File: src/rtl/reg_file_arb_if.sv
// Requester-side bus of the register-file arbiter: two requesters' operands,
// grant/completion strobes, read results and the scrub handshake.
interface reg_file_arb_if #(
    parameter int WIDTH = 16,
    parameter int AW    = 4
);
    logic [1:0]         req;
    logic [1:0]         we;
    logic [2*AW-1:0]    aaddr;
    logic [2*AW-1:0]    baddr;
    logic [2*AW-1:0]    caddr;
    logic [2*WIDTH-1:0] wdata;
    logic               scrub_start;
    logic [1:0]         gnt;
    logic [1:0]         done;
    logic [WIDTH-1:0]   rd_A;
    logic [WIDTH-1:0]   rd_B;
    logic               scrub_busy;

    modport slave (
        input  req, we, aaddr, baddr, caddr, wdata, scrub_start,
        output gnt, done, rd_A, rd_B, scrub_busy
    );

    modport master (
        output req, we, aaddr, baddr, caddr, wdata, scrub_start,
        input  gnt, done, rd_A, rd_B, scrub_busy
    );
endinterface

File: src/rtl/reg_file_arb.sv
// Two-requester round-robin arbiter in front of a 2-read/1-write register file,
// with a 16-cycle zeroing scrub that pre-empts pending requests.
module reg_file_arb #(
    parameter int WIDTH = 16,
    parameter int AW    = 4
) (
    input  logic             clk,
    input  logic             nClear,
    reg_file_arb_if.slave    bus,
    output logic [AW-1:0]    rf_Aaddr,
    output logic [AW-1:0]    rf_Baddr,
    output logic [AW-1:0]    rf_Caddr,
    output logic [WIDTH-1:0] rf_C,
    output logic             rf_load,
    input  logic [WIDTH-1:0] rf_A,
    input  logic [WIDTH-1:0] rf_B
);

    typedef enum logic [1:0] {IDLE, READ, WRITE, SCRUB} state_e;

    state_e           state_q, state_d;
    logic             win_q, win_d;
    logic             last_q, last_d;
    logic [AW-1:0]    lat_caddr_q, lat_caddr_d;
    logic [WIDTH-1:0] lat_wdata_q, lat_wdata_d;
    logic             lat_we_q, lat_we_d;
    logic             pend_q, pend_d;
    logic [3:0]       cnt_q, cnt_d;
    logic [1:0]       gnt_q, gnt_d;
    logic [1:0]       done_q, done_d;
    logic [WIDTH-1:0] rd_a_q, rd_a_d;
    logic [WIDTH-1:0] rd_b_q, rd_b_d;
    logic             busy_q, busy_d;
    logic [AW-1:0]    rf_aaddr_q, rf_aaddr_d;
    logic [AW-1:0]    rf_baddr_q, rf_baddr_d;
    logic [AW-1:0]    rf_caddr_q, rf_caddr_d;
    logic [WIDTH-1:0] rf_c_q, rf_c_d;
    logic             rf_load_q, rf_load_d;
    logic             pick;

    always_comb begin
        // NOTE: every variable gets a default before any branch, so no path
        // leaves one unassigned and no latch is inferred.
        state_d     = state_q;
        win_d       = win_q;
        last_d      = last_q;
        lat_caddr_d = lat_caddr_q;
        lat_wdata_d = lat_wdata_q;
        lat_we_d    = lat_we_q;
        pend_d      = pend_q;
        cnt_d       = cnt_q;
        gnt_d       = '0;
        done_d      = '0;
        busy_d      = 1'b0;
        rf_load_d   = 1'b0;
        rd_a_d      = rd_a_q;
        rd_b_d      = rd_b_q;
        rf_aaddr_d  = rf_aaddr_q;
        rf_baddr_d  = rf_baddr_q;
        rf_caddr_d  = rf_caddr_q;
        rf_c_d      = rf_c_q;

        // A lone request wins; a tie goes to whoever was not granted last.
        if (bus.req == 2'b10)      pick = 1'b1;
        else if (bus.req == 2'b01) pick = 1'b0;
        else                       pick = ~last_q;

        if (bus.scrub_start && state_q != SCRUB) pend_d = 1'b1;

        unique case (state_q)
            IDLE, WRITE: begin
                state_d = IDLE;
                if (pend_d) begin
                    state_d    = SCRUB;
                    cnt_d      = '0;
                    rf_caddr_d = '0;
                    rf_c_d     = '0;
                    rf_load_d  = 1'b1;
                    busy_d     = 1'b1;
                end else if (|bus.req) begin
                    state_d     = READ;
                    win_d       = pick;
                    last_d      = pick;
                    gnt_d[pick] = 1'b1;
                    rf_aaddr_d  = pick ? bus.aaddr[2*AW-1:AW] : bus.aaddr[AW-1:0];
                    rf_baddr_d  = pick ? bus.baddr[2*AW-1:AW] : bus.baddr[AW-1:0];
                    lat_caddr_d = pick ? bus.caddr[2*AW-1:AW] : bus.caddr[AW-1:0];
                    lat_wdata_d = pick ? bus.wdata[2*WIDTH-1:WIDTH] : bus.wdata[WIDTH-1:0];
                    lat_we_d    = bus.we[pick];
                end
            end
            READ: begin
                // Capture happens before the write cycle, so a same-address
                // write still returns the old contents.
                state_d      = WRITE;
                rd_a_d       = rf_A;
                rd_b_d       = rf_B;
                rf_caddr_d   = lat_caddr_q;
                rf_c_d       = lat_wdata_q;
                rf_load_d    = lat_we_q;
                done_d[win_q] = 1'b1;
            end
            SCRUB: begin
                rf_c_d = '0;
                if (cnt_q == 4'd15) begin
                    state_d = IDLE;
                    pend_d  = 1'b0;
                    cnt_d   = '0;
                end else begin
                    cnt_d      = cnt_q + 4'd1;
                    rf_caddr_d = AW'(cnt_q + 4'd1);
                    rf_load_d  = 1'b1;
                    busy_d     = 1'b1;
                end
            end
            default: state_d = IDLE;
        endcase
    end

    // NOTE: state is updated with non-blocking assignments so every flop
    // samples the pre-edge values regardless of statement order.
    always_ff @(posedge clk or negedge nClear) begin
        if (!nClear) begin
            state_q     <= IDLE;
            win_q       <= 1'b0;
            last_q      <= 1'b1;
            lat_caddr_q <= '0;
            lat_wdata_q <= '0;
            lat_we_q    <= 1'b0;
            pend_q      <= 1'b0;
            cnt_q       <= '0;
            gnt_q       <= '0;
            done_q      <= '0;
            rd_a_q      <= '0;
            rd_b_q      <= '0;
            busy_q      <= 1'b0;
            rf_aaddr_q  <= '0;
            rf_baddr_q  <= '0;
            rf_caddr_q  <= '0;
            rf_c_q      <= '0;
            rf_load_q   <= 1'b0;
        end else begin
            state_q     <= state_d;
            win_q       <= win_d;
            last_q      <= last_d;
            lat_caddr_q <= lat_caddr_d;
            lat_wdata_q <= lat_wdata_d;
            lat_we_q    <= lat_we_d;
            pend_q      <= pend_d;
            cnt_q       <= cnt_d;
            gnt_q       <= gnt_d;
            done_q      <= done_d;
            rd_a_q      <= rd_a_d;
            rd_b_q      <= rd_b_d;
            busy_q      <= busy_d;
            rf_aaddr_q  <= rf_aaddr_d;
            rf_baddr_q  <= rf_baddr_d;
            rf_caddr_q  <= rf_caddr_d;
            rf_c_q      <= rf_c_d;
            rf_load_q   <= rf_load_d;
        end
    end

    assign bus.gnt        = gnt_q;
    assign bus.done       = done_q;
    assign bus.rd_A       = rd_a_q;
    assign bus.rd_B       = rd_b_q;
    assign bus.scrub_busy = busy_q;
    assign rf_Aaddr       = rf_aaddr_q;
    assign rf_Baddr       = rf_baddr_q;
    assign rf_Caddr       = rf_caddr_q;
    assign rf_C           = rf_c_q;
    assign rf_load        = rf_load_q;

endmodule

File: src/flat_wrapper.sv
// flat-port wrapper written by rule: the top's interface ports become plain ports
module reg_file_arb_flat 
#(
    parameter int WIDTH = 16,
    parameter int AW    = 4
)
  (clk, nClear, rf_Aaddr, rf_Baddr, rf_Caddr, rf_C, rf_load, rf_A, rf_B, bus_req, bus_we, bus_aaddr, bus_baddr, bus_caddr, bus_wdata, bus_scrub_start, bus_gnt, bus_done, bus_rd_A, bus_rd_B, bus_scrub_busy);
  reg_file_arb_if #(.WIDTH(WIDTH), .AW(AW)) bus_i ();
  input  logic clk;
  input  logic nClear;
  output logic [AW-1:0] rf_Aaddr;
  output logic [AW-1:0] rf_Baddr;
  output logic [AW-1:0] rf_Caddr;
  output logic [WIDTH-1:0] rf_C;
  output logic rf_load;
  input  logic [WIDTH-1:0] rf_A;
  input  logic [WIDTH-1:0] rf_B;
  input wire logic [$bits(bus_i.req)-1:0] bus_req;
  input wire logic [$bits(bus_i.we)-1:0] bus_we;
  input wire logic [$bits(bus_i.aaddr)-1:0] bus_aaddr;
  input wire logic [$bits(bus_i.baddr)-1:0] bus_baddr;
  input wire logic [$bits(bus_i.caddr)-1:0] bus_caddr;
  input wire logic [$bits(bus_i.wdata)-1:0] bus_wdata;
  input wire logic [$bits(bus_i.scrub_start)-1:0] bus_scrub_start;
  output wire logic [$bits(bus_i.gnt)-1:0] bus_gnt;
  output wire logic [$bits(bus_i.done)-1:0] bus_done;
  output wire logic [$bits(bus_i.rd_A)-1:0] bus_rd_A;
  output wire logic [$bits(bus_i.rd_B)-1:0] bus_rd_B;
  output wire logic [$bits(bus_i.scrub_busy)-1:0] bus_scrub_busy;
  assign bus_i.req = bus_req;
  assign bus_i.we = bus_we;
  assign bus_i.aaddr = bus_aaddr;
  assign bus_i.baddr = bus_baddr;
  assign bus_i.caddr = bus_caddr;
  assign bus_i.wdata = bus_wdata;
  assign bus_i.scrub_start = bus_scrub_start;
  assign bus_gnt = bus_i.gnt;
  assign bus_done = bus_i.done;
  assign bus_rd_A = bus_i.rd_A;
  assign bus_rd_B = bus_i.rd_B;
  assign bus_scrub_busy = bus_i.scrub_busy;
  reg_file_arb #(.WIDTH(WIDTH), .AW(AW)) u_core (.clk(clk), .nClear(nClear), .bus(bus_i), .rf_Aaddr(rf_Aaddr), .rf_Baddr(rf_Baddr), .rf_Caddr(rf_Caddr), .rf_C(rf_C), .rf_load(rf_load), .rf_A(rf_A), .rf_B(rf_B));
endmodule
File: config.mk
export PLATFORM = sky130hd
export DESIGN_NAME = reg_file_arb_flat
export DESIGN_NICKNAME = d
export VERILOG_FILES = /design/src/rtl/reg_file_arb_if.sv /design/src/rtl/reg_file_arb.sv /design/src/flat_wrapper.sv
export SDC_FILE = /design/constraint.sdc
export NUM_CORES = 1
export LEC_CHECK = 0
export CORE_MARGIN = 3
export CORE_UTILIZATION = 40
export DETAILED_ROUTE_END_ITERATION = 10
export GPL_TIMING_DRIVEN = 0
export PLACE_DENSITY = 0.84
export SETUP_SLACK_MARGIN = 0.15
export SLEW_MARGIN = 20
export SYNTH_ARGS = -nofsm -noshare
export SYNTH_HDL_FRONTEND = slang
export SYNTH_SLANG_ARGS = --single-unit
File: constraint.sdc
create_clock -name clk -period 3.65 [get_ports clk]
set_input_delay 0.365 -clock clk [delete_from_list [all_inputs] [get_ports clk]]
set_output_delay 0.365 -clock clk [all_outputs]
set_load 0.02 [all_outputs]
==> run_results.csv <==
group,metric,value,unit
status,status,"complete, no violations",
drt,drtAntennaViolNets,0,
power,intPower,0.002934,W
clock_network,insertion_delay,350,ps
clock_network,clockRootBuffer,"clkbuf_8",
logic_synthesis,yosysUniqueCellTypes,34,
critical_path,reg2reg_depth,4,
sta,min_period,1714,ps
global_routing,grt.overflow.total,0,
critical_path,cp.arrival,1350,ps
power,p_per_area,765.2,mW/mm^2
power,clock_power_share,0.136,
drt,drt-initial-drc-count,124,
global_routing,antenna_found_initial,0,
critical_path,cp.depth,1,
power,pwr-share-seq,0.387,
floorplan,fp.dieW,105.4,um
critical_path,required,3280,ps
logic_synthesis,ys.flop_type,"dfrtp_1",
floorplan,core_area,0.009415,sq mm
power,ir_drop,0.3075,mV
logic_synthesis,synth_cells,283,
logic_synthesis,synth_edf_count,0,
layout,diodes,0,
sta,final-setup-viol-count,0,
critical_path,critical-path-max-stage-delay,640,ps
clock_network,cts.clk_slew.worst_paths,100,ps
floorplan,io_pins,161,
critical_path,startpoint_type,"flip-flop",
power,switchingPower,0.001603,W
logic_synthesis,syn-cell-area,0.003954,sq mm
sta,worstMarginPinSlew,555.6,ps
critical_path,rrSetupSlack,2000,ps
drt,routed_wl,10.60,mm
global_routing,grt_pass1_wl,17.02,mm
job,max_cap_violations,0,
global_routing,grt_max_degree,64,
critical_path,r2r_start,"u_core.cnt_q[0]",
layout,final_cells,590,
critical_path,crit_buf_inv,1,
min_path,hold_path_class,"input pin to async pin",
clock_network,cts_max_level,3,
clock_network,cts_sinks,96,
critical_path,rr_endpoint,"u_core.rf_Caddr[1]",
floorplan,floorplan.initialDensity,0.4199,
layout,drive_above_1_share,0.1584,
critical_path,cp-end-kind,"primary output",
floorplan,fp.dieH,105.4,um
critical_path,worstPathCellList,"clkdlybuf4s50_1",
power,p_leak,2.567,nW
sta,max_slew_margin,0.6296,
sta,holdWs,458.8,ps
power,swShare,0.3533,
sta,fin_crit_sh,0.4696,
layout,fillers,720,
place,place_congestion,0.8356,
clock_network,cts_buffers,9,
power,p_comb_frac,0.477,
place,port_buffers,160,
floorplan,die_area,0.01111,sq mm
global_routing,grt_pass1_vias,3267,
logic_synthesis,syn_nets,379,
global_routing,grt_usage,0.1946,
critical_path,cpMaxStageDelayCell,"clkdlybuf4s50_1",
logic_synthesis,ys_seq_area_frac,0.6079,
sta,grt_setup_unrepaired,"false",
drt,drt_pass1_iterations,4,
place,dpl.hpwl,8.057,mm
critical_path,critPathKind,"flip-flop to primary output",
layout,multiInputGateArea,0.001370,sq mm
drt,viasPerCell,5.342,
critical_path,crit_family,"buffers and inverters",
layout,fin_nets,552,
logic_synthesis,postSynth.asyncResetShare,1.000,
clock_network,cts_tree,"yes",
logic_synthesis,synth.ff_latch_count,96,
layout,final-seq-area,0.002404,sq mm
sta,maxSlewViolCount,0,
logic_synthesis,avgSynthCellArea,13.97,sq um
sta,finalHoldViolCount,0,
drt,post_drt_wl_per_cell,17.97,um
sta,worst_clock_skew,13.04,ps
drt,vias,3152,
critical_path,crit_fanout,2,
floorplan,row_count,35,
sta,max_freq,583.4,MHz
critical_path,crit_start,"u_core.rf_C[15]",
layout,syn2layout_area_growth,49.97,%
clock_network,clock_path_buffers,2,
drt,drc,0,
clock_network,ctsResizeCount,0,
logic_synthesis,ys_warn_count,0,
place,dp_cells,573,
critical_path,crit_path_end,"rf_C[15]",
-- worst min path at each step --
stage | from | endpoint | slack [ps] | cells after the start
floorplan | nClear | u_core.bus.done[0] | 70 | 0
global placement | u_core.win_q | u_core.bus.done[0] | 440 | 1
detailed placement | nClear | u_core.bus.rd_B[4] | 270 | 1
CTS | nClear | u_core.bus.rd_B[4] | 460 | 2
global route | nClear | u_core.bus.rd_B[4] | 480 | 2
finish | nClear | u_core.bus.rd_B[4] | 460 | 2
-- layout make-up --
| type | instances | share of cell area |
|---|---|---|
| tap | 129 | 0.02722 |
| timing repair buffer | 162 | 0.2766 |
| multi-input combinational | 160 | 0.2311 |
| buffer | 24 | 0.02849 |
| clock buffer | 10 | 0.02152 |
| inverter | 3 | 0.001899 |
| sequential | 96 | 0.4054 |
| clock inverter | 6 | 0.007808 |
-- power by group through the flow --
stage | Combinational, W | Sequential [W] | Clock (W)
2_1_floorplan | 0.000939 | 0.00206 | 0
3_3_place_gp | 0.00211 | 0.00174 | 0
3_5_place_dp | 0.00218 | 0.00177 | 0
4_1_cts | 0.00219 | 0.00175 | 0.000632
5_1_grt | 0.00231 | 0.00181 | 0.000679
6_report | 0.00216 | 0.00175 | 0.000618
-- layout by cell type (no fill, tap or decap), types with 2 or more instances in the layout --
cell and instances:
a21boi_1 27, mux2_2 33, and2_1 2, o21ai_0 4
inv_1 3, a21oi_1 3, a221o_1 29, buf_6 8
a22o_1 19, clkbuf_1 5, nand3_1 3, dfrtp_1 95
nor2_1 4, clkinvlp_4 2, nand2b_1 2, nor2b_1 5
buf_2 9, and3_1 3, a21boi_0 4, clkinv_4 3
clkbuf_8 9, clkdlybuf4s50_1 159, a21o_1 3, xnor2_1 2
buf_4 4, nand2_1 6
-- state kept, by name, indices dropped and copies added, names as in the netlist --
register               flops
u_core.rf_C               16
u_core.bus.scrub_busy      1
u_core.state_q             2
u_core.bus.rd_B           16
u_core.pend_q              1
u_core.rf_load             1
u_core.bus.done            2
u_core.rf_Aaddr            4
u_core.cnt_q               4
u_core.rf_Baddr            4
u_core.lat_wdata_q        16
u_core.bus.rd_A           16
u_core.rf_Caddr            4
u_core.last_q              1
u_core.win_q               1
u_core.lat_we_q            1
u_core.lat_caddr_q         4
u_core.bus.gnt             2
-- cell usage after synthesis (2+ instances only) --
cell type	n	area share
a21boi_1	27	0.051
nor2b_1	5	0.0079
a21oi_1	3	0.0038
mux2_2	33	0.094
a221o_1	29	0.073
nand3_1	3	0.0038
and2_1	2	0.0032
xnor2_1	2	0.0044
dfrtp_1	95	0.60
inv_1	3	0.0028
buf_4	4	0.0076
o21ai_0	4	0.0051
a21boi_0	4	0.0076
nand2_1	6	0.0057
a21o_1	3	0.0057
nand2b_1	2	0.0032
clkbuf_1	4	0.0038
nor2_1	4	0.0038
and3_1	3	0.0047
a22o_1	19	0.042
buf_2	9	0.011
buf_6	7	0.020
-- kinds of logic after synthesis --
family                   Yosys count  share of synthesized area
AND/OR/NAND/NOR                   28                    0.03829
adder cells (fa/ha/maj)            1                   0.003164
flip-flops                        96                     0.6079
AO/OA/AOI/OAI                     94                     0.2013
buffers and inverters             27                    0.04557
multiplexers                      35                    0.09937
XOR/XNOR                           2                   0.004431
-- timing repair --
action / in CTS / in global routing
setup buffers: 0 / 0
endpoints found under the hold margin: 33 / 0
hold buffers: 1 / 0
-- metrics by stage --
stage	power (W)	utilization	area [sq um]	worst slack (ps)	setup TNS (ps)
2_1_floorplan	0.002998	-	3954	2151	0
5_1_grt	0.004801	0.6298	5929	1876	0
3_3_place_gp	0.003854	0.6072	5717	-1153	-108880
3_5_place_dp	0.003950	0.6102	5746	1606	0
6_report	0.004537	0.6298	5929	1936	0
4_1_cts	0.004574	0.6298	5929	1915	0
-- per-layer routing --
metal,vias up,share of wire,GRT usage
met5,-,0,0
met4,0,0.016,0.06748
met3,14,0.095,0.06369
met2,156,0.49,0.3315
met1,1564,0.40,0.2305
li1,1418,-,-
No activity file was read; power rests on OpenSTA's default activity.
==> patch, RTL diff (same settings) <==
`AW` is set to 4 in 3 places; all go to 2.
--- a/src/rtl/reg_file_arb_if.sv
+++ b/src/rtl/reg_file_arb_if.sv
@@ -2,7 +2,7 @@
 // grant/completion strobes, read results and the scrub handshake.
 interface reg_file_arb_if #(
     parameter int WIDTH = 16,
-    parameter int AW    = 4
+    parameter int AW    = 2
 );
     logic [1:0]         req;
     logic [1:0]         we;
--- a/src/rtl/reg_file_arb.sv
+++ b/src/rtl/reg_file_arb.sv
@@ -2,7 +2,7 @@
 // with a 16-cycle zeroing scrub that pre-empts pending requests.
 module reg_file_arb #(
     parameter int WIDTH = 16,
-    parameter int AW    = 4
+    parameter int AW    = 2
 ) (
     input  logic             clk,
     input  logic             nClear,
--- a/src/flat_wrapper.sv
+++ b/src/flat_wrapper.sv
@@ -2,7 +2,7 @@
 module reg_file_arb_flat 
 #(
     parameter int WIDTH = 16,
-    parameter int AW    = 4
+    parameter int AW    = 2
 )
   (clk, nClear, rf_Aaddr, rf_Baddr, rf_Caddr, rf_C, rf_load, rf_A, rf_B, bus_req, bus_we, bus_aaddr, bus_baddr, bus_caddr, bus_wdata, bus_scrub_start, bus_gnt, bus_done, bus_rd_A, bus_rd_B, bus_scrub_busy);
   reg_file_arb_if #(.WIDTH(WIDTH), .AW(AW)) bus_i ();
Ports: changed (6 resized); port bits go from 161 to 143. No check against the original RTL was run, so the function may have changed too.
==> patch against the unedited design <==
- cell count down 3.7%
- design area down 10%
- area after synthesis down 10%
- non-clock buffer count down 23
- power down 11%
- global-route usage down 0.59 points
- maximum frequency down 0.26%
- sequential cell count down 8
- worst setup slack worse by 0.0045 ns
- routed wire length down 14%
- largest cell class unchanged
- largest power group unchanged
==> patch: results (changes against the unedited design) <==
| Metric | Value |
|---|---|
| Outcome | finished, final reports clean (unchanged) |
| Clock Pin Slew Worst Setup and Hold Paths | 0.08 ns (was 0.10 ns) |
| Post-DP HPWL | 6840 um (was 8060 um) |
| Clkbuf count | 14 (was 10) |
| Crit Path Max Fanout | 3 (was 2) |
| Pre-CTS setup slack | 1.59 ns (was 1.61 ns) |
| Cell area after layout | 5320 um2 (was 5930 um2) |
| Placed cell area | 5120 um2 (was 5750 um2) |
| Compound-Gate Fraction of Synth Area | 0.143 (was 0.201) |
| CP startpoint | u_core.rf_Caddr[1]$_DFFE_PN0P_ (was u_core.rf_C[15]$_DFFE_PN0P_) |
| Multiplexer share of the synthesized area | 0.107 (was 0.0994) |
| Synth Area in XOR/XNOR | 0.00247 (was 0.00443) |
| Comb_multi_in | 195 (was 160) |
| Multi-input gate share of total cell area | 0.231 (about the same) |
| Adder-cell share of the synthesized area | 0.00353 (was 0.00316) |
| Combinational fraction of design power | 0.442 (was 0.477) |
| Largest net degree at the start of global routing | 61 (was 64) |
| Sequential element share of the synthesized area | 0.622 (was 0.608) |
| Netlist cell types | 29 (was 34) |
| Static Leak | 2.31 nW (was 2.57 nW) |
| Yosys reg bits | 88 (was 96) |
| # fillers | 671 (was 720) |
| DRT Wirelength | 9130 um (was 10600 um) |
| Commonest cells post-synth | dfrtp_1, a21oi_1, mux2_2 (was dfrtp_1, mux2_2, a221o_1) |
| Syn nets | 387 (was 379) |
| Non-clk buf share | 0.294 (was 0.305) |
| Hold Path Class | flop to flop (was input pin to asynchronous set/reset pin) |
| Vias in the first global route | 3069 (was 3267) |
| Routability Congestion | 0.775 (was 0.836) |
| Total GRT Usage | 0.189 (was 0.195) |
| Skew final | 0.00477 ns (was 0.0130 ns) |
| Layout clock area frac | 0.0348 (was 0.0293) |
| Vias post-DR | 2921 (was 3152) |
==> patch: cell count changes after synthesis, moves of 4 or more <==
cell	before	now
nand2_1	6	28
a221o_1	29	0
a21boi_0	4	0
a21boi_1	27	0
nor2_1	4	30
a21oi_1	3	53
dfrtp_1	95	87
buf_6	7	0
==> patch: cells by family after synthesis <==
| family | count (synthesis) |
|---|---|
| XOR/XNOR | 1 |
| AND/OR/NAND/NOR | 75 |
| AO/OA/AOI/OAI | 84 |
| multiplexers | 34 |
| buffers and inverters | 20 |
| flip-flops | 88 |
| adder cells (fa/ha/maj) | 1 |
==> patch: per-layer routing <==
| layer | global-route usage | routed length [um] |
|---|---|---|
| met5 | 0 | 0 |
| met2 | 0.312 | 4390 |
| met4 | 0.0580 | 70 |
| met3 | 0.0410 | 705 |
| met1 | 0.250 | 3960 |
==> patch: repair_timing <==
item,CTS,global route
endpoints found under the setup margin,0,0
hold endpoints to repair,28,0
hold buffers,1,0
